--- config.mk ---
export PLATFORM = sky130hd
export DESIGN_NAME = cache_arbiter
export DESIGN_NICKNAME = d
export VERILOG_FILES = /design/src/rtl/cache_arbiter.sv
export SDC_FILE = /design/constraint.sdc
export NUM_CORES = 1
export LEC_CHECK = 0
export BUFFER_PORTS_ARGS = -buffer_cell sky130_fd_sc_hd__buf_2
export CORE_MARGIN = 10
export CORE_UTILIZATION = 35
export DETAILED_ROUTE_END_ITERATION = 6
export PLACE_DENSITY = 0.72
export SETUP_SLACK_MARGIN = 0.02
export SLEW_MARGIN = 20
export SYNTH_ARGS = -nofsm -noshare
export SYNTH_HDL_FRONTEND = slang
export SYNTH_SLANG_ARGS = --single-unit
--- constraint.sdc ---
create_clock -name clk_i -period 2.2 [get_ports clk_i]
set_clock_uncertainty 0.2 [all_clocks]
set_input_delay 0.11 -clock clk_i [delete_from_list [all_inputs] [get_ports clk_i]]
set_output_delay 0.11 -clock clk_i [all_outputs]
set_load 0.1 [all_outputs]
--- src/rtl/cache_arbiter.sv ---
// rtl/cache_arbiter.sv - two-port (I/D) round-robin arbiter in front of a single cache controller
module cache_arbiter #(
  parameter int ADDR_W = 16,
  parameter int DATA_W = 16
) (
  input  logic              clk_i,
  input  logic              rst_i,
  input  logic              i_rd_i,
  input  logic [ADDR_W-1:0] i_addr_i,
  input  logic              d_rd_i,
  input  logic              d_wr_i,
  input  logic [ADDR_W-1:0] d_addr_i,
  input  logic [DATA_W-1:0] d_data_in_i,
  input  logic              c_done_i,
  input  logic              c_hit_i,
  input  logic              c_err_i,
  input  logic [DATA_W-1:0] c_data_out_i,
  output logic              c_rd_o,
  output logic              c_wr_o,
  output logic [ADDR_W-1:0] c_addr_o,
  output logic [DATA_W-1:0] c_data_in_o,
  output logic              i_done_o,
  output logic              d_done_o,
  output logic              i_hit_o,
  output logic              d_hit_o,
  output logic              i_stall_o,
  output logic              d_stall_o,
  output logic [DATA_W-1:0] i_data_out_o,
  output logic [DATA_W-1:0] d_data_out_o,
  output logic              d_err_o,
  output logic              err_o,
  output logic              last_grant_o
);

  typedef enum logic [1:0] {
    IDLE    = 2'd0,
    BUSY_I  = 2'd1,
    BUSY_D  = 2'd2,
    ILLEGAL = 2'd3
  } state_t;

  state_t              state_q;
  logic                req_rd_q;
  logic                req_wr_q;
  logic [ADDR_W-1:0]   addr_q;
  logic [DATA_W-1:0]   data_q;
  logic                last_grant_q;
  logic                err_q;

  logic                d_req;
  logic                d_illegal;
  logic                grant_d;

  assign d_req     = d_rd_i | d_wr_i;
  assign d_illegal = d_rd_i & d_wr_i;
  // D wins when it is the only requester, or on a tie when I was served last.
  assign grant_d   = d_req & (~i_rd_i | ~last_grant_q);

  // Arbitration FSM: latches the winning request and holds it until the cache completes.
  always_ff @(posedge clk_i or posedge rst_i) begin
    if (rst_i) begin
      state_q      <= IDLE;
      req_rd_q     <= 1'b0;
      req_wr_q     <= 1'b0;
      addr_q       <= '0;
      data_q       <= '0;
      last_grant_q <= 1'b0;
      err_q        <= 1'b0;
    end else begin
      case (state_q)
        IDLE: begin
          if (d_illegal) begin
            // Illegal D request is reported before any arbitration; I stays pending.
            state_q <= ILLEGAL;
          end else if (grant_d) begin
            state_q      <= BUSY_D;
            req_rd_q     <= d_rd_i;
            req_wr_q     <= d_wr_i;
            addr_q       <= d_addr_i;
            data_q       <= d_data_in_i;
            last_grant_q <= 1'b1;
          end else if (i_rd_i) begin
            state_q      <= BUSY_I;
            req_rd_q     <= 1'b1;
            req_wr_q     <= 1'b0;
            addr_q       <= i_addr_i;
            last_grant_q <= 1'b0;
          end
        end
        BUSY_I, BUSY_D: begin
          if (c_err_i) begin
            err_q <= 1'b1;
          end
          if (c_done_i) begin
            state_q  <= IDLE;
            req_rd_q <= 1'b0;
            req_wr_q <= 1'b0;
          end
        end
        ILLEGAL: begin
          state_q <= IDLE;
        end
        default: begin
          state_q <= IDLE;
        end
      endcase
    end
  end

  // Request type registers are only set while busy; gating with c_done keeps the
  // controller from seeing a fresh request in its own done cycle.
  assign c_rd_o      = req_rd_q & ~c_done_i;
  assign c_wr_o      = req_wr_q & ~c_done_i;
  assign c_addr_o    = addr_q;
  assign c_data_in_o = data_q;

  assign i_done_o  = (state_q == BUSY_I) & c_done_i;
  assign d_done_o  = ((state_q == BUSY_D) & c_done_i) | (state_q == ILLEGAL);
  assign d_err_o   = (state_q == ILLEGAL);

  assign i_hit_o   = c_hit_i & i_done_o;
  assign d_hit_o   = c_hit_i & d_done_o;

  assign i_stall_o = i_rd_i & ~i_done_o;
  assign d_stall_o = d_req & ~d_done_o;

  // Read data is broadcast; each consumer qualifies it with its own done.
  assign i_data_out_o = c_data_out_i;
  assign d_data_out_o = c_data_out_i;

  assign err_o        = err_q;
  assign last_grant_o = last_grant_q;

endmodule

==> results.json <==
{
  "status": "completed",
  "area_growth_pct": 43.4,
  "detail-route-antenna-nets": 0,
  "ys.flop_type": "dfrtp_1",
  "ff2ff_path_depth": 4,
  "r2r_end": "c_data_in_o[9]",
  "min_path_cells": 3,
  "grt_use_met3_pct": 4.93,
  "root_buffer": "clkbuf_8",
  "syn_nets": 241,
  "initial_core_util_pct": 36.0,
  "fin_tns_setup_ns": 0,
  "worstSetupPathType": "reg -> out",
  "busiest_layer": "met2",
  "final_nets": 360,
  "synth_top_area_share_pct": 44.9,
  "place_hpwl_mm": 3.95,
  "clk_pin_slew_ns": 0.07,
  "critPathArrivalTime_ns": 1.68,
  "worst_pin_slew_ns": 0.925,
  "fill_cells": 535,
  "clock_latency_ns": 0.28,
  "die_y_um": 97.8,
  "critPathCaptureType": "output pin",
  "rrSetupSlack_ns": 0.24,
  "ys_ff_latch": 38,
  "grt_use_met2_pct": 22.6,
  "cts_max_level": 2,
  "maxSlewHeadroom_pct": 37.9,
  "cts_max_path_buffers": 2,
  "drt-total-wl_mm": 5.75,
  "finalCritPeriodShare_pct": 90.4,
  "final_cell_mix": "buf_2, dlygate4sd3_1, mux2_2",
  "synth_cell_types": 29,
  "final_hold_viol_count": 0,
  "num_rows": 28,
  "synthArstFlopShare_pct": 100,
  "postSynthAreaPerCell_um2": 12.8,
  "dp.cells": 303,
  "final_common_cell": "buf_2",
  "grt_pass1_vias": 1908,
  "seq_area_frac_synth_pct": 44.9,
  "syn-cell-area_um2": 2120,
  "clkSinkCount": 38,
  "layout_setup_ws_ns": 0.211,
  "viasPerCell": 4.48,
  "cap_violations": 0,
  "critPathRequiredTime_ns": 1.89,
  "regArea_um2": 952,
  "grt_max_degree": 39,
  "hold_end": "c_addr_o[7]",
  "synth.largest_area_cell": "dfrtp_1",
  "core-area_um2": 5890,
  "antenna_found_initial": 0,
  "dieArea_um2": 9560,
  "setup_violations": 0,
  "grt-ovfl-total": 0,
  "synth_area_leaders": "dfrtp_1, mux2_2, buf_4",
  "place.gp.congestion": 0.719,
  "final_cell_count_no_fill": 360,
  "yosys_warnings": 0,
  "syn_inst": 165,
  "cts_tree": "built",
  "numPortBuffers": 98,
  "numCtsBuffers": 5,
  "fmax_mhz": 503,
  "drt_pre_antenna_iters": 4,
  "synth_enable_flop_cells": 0,
  "boundaryPins": 147,
  "slew_viol_final": 0,
  "die_x_um": 97.8,
  "wl_per_cell_um": 16.0,
  "diodes": 0,
  "drive_gt1_share_pct": 58.2,
  "cp-start-kind": "flip-flop",
  "period_needed_ns": 1.99,
  "hp-class": "in -> reg",
  "drt_iter0_markers": 48,
  "hold_ws_ns": 0.00828,
  "cp_max_fo": 3,
  "pre_cts_slack_ns": 0.137,
  "vias": 1611,
  "rsz0062_at_grt": "false",
  "reg2reg_from": "state_q[0]",
  "grt_use_total_pct": 12.0,
  "met1_usage_pct": 11.7,
  "grt_pass1_wl_mm": 9.58,
  "multiInputGateArea_um2": 870,
  "drc": 0,
  "post_cts_buffers": 0,
  "min_from": "d_addr_i[7]"
}
## critical path, cell delays in order, from the launching register on
cell     delay, ns
dfrtp_1       0.38
inv_1         0.08
ha_1          0.20
a21o_2        0.24
nor2_4        0.07
buf_2         0.42
## flip-flops by register name (all words and copies together) (netlist names)
name	flops
c_addr_o	16
c_data_in_o	16
state_q	2
err_o	1
last_grant_o	1
req_rd_q	1
req_wr_q	1
## worst max-delay path by stage
stage | start | cells after the start | slack [ns] | end
after floorplan | state_q[1] | 3 | 0.04 | d_hit_o
after global placement | d_wr_i | 4 | 0.20 | c_addr_o[1]
after detailed placement | d_wr_i | 4 | 0.14 | c_addr_o[3]
after CTS | state_q[0] | 5 | 0.17 | d_stall_o
after global routing | state_q[0] | 4 | 0.11 | c_data_in_o[9]
final | state_q[0] | 5 | 0.21 | d_stall_o
## layout make-up
type                            instances  share of cell area, %
Timing Repair Buffer                  150                   33.0
Sequential cell                        38                   31.4
Multi-Input combinational cell         82                   28.6
Tap cell                               75                   3.09
Clock buffer                            7                   2.84
Inverter                                7                  0.865
Clock inverter                          1                  0.165
## cells in the mapped netlist (2+ instances only)
master and instances:
buf_2 3, dfrtp_1 38, mux2_2 40, nand2_1 2
nor2_1 4, mux2_4 9, and3_1 2, inv_1 7
a21o_1 2, ha_1 4, and2_1 2, buf_4 32
buf_6 2, mux2i_1 3
## what timing repair did
item | in CTS | in global routing
setup endpoints to repair | 0 | 1
hold buffers | 49 | 0
resized for setup | 0 | 1
endpoints found under the hold margin | 71 | 0
## cell families (layout without fill, tap and decap cells)
group | count (synthesis) | count (layout) | share of synthesized area (%)
compound gates | 10 | 10 | 3.84
xor+xnor | 1 | 1 | 0.414
fa+ha+maj | 4 | 4 | 2.36
buf+inv | 45 | 165 | 15.3
flops | 38 | 38 | 44.9
mux | 52 | 52 | 29.1
simple gates | 15 | 15 | 4.08
## metal layers
metal | vias to the layer above | routed length [µm]
met5 | - | 0
met4 | 0 | 43
met3 | 9 | 488
met2 | 63 | 3130
met1 | 773 | 2090
li1 | 766 | -
## stage by stage
step / cell area [µm²] / util [%]
2_1_floorplan: 2140 / -
3_3_place_gp: 2450 / 41.6
3_5_place_dp: 2450 / 41.6
4_1_cts: 3030 / 51.5
5_1_grt: 3040 / 51.6
6_report: 3040 / 51.6
Power is not shown: default switching activity piles up to over one toggle a cycle in this logic, so the estimate is an artifact.
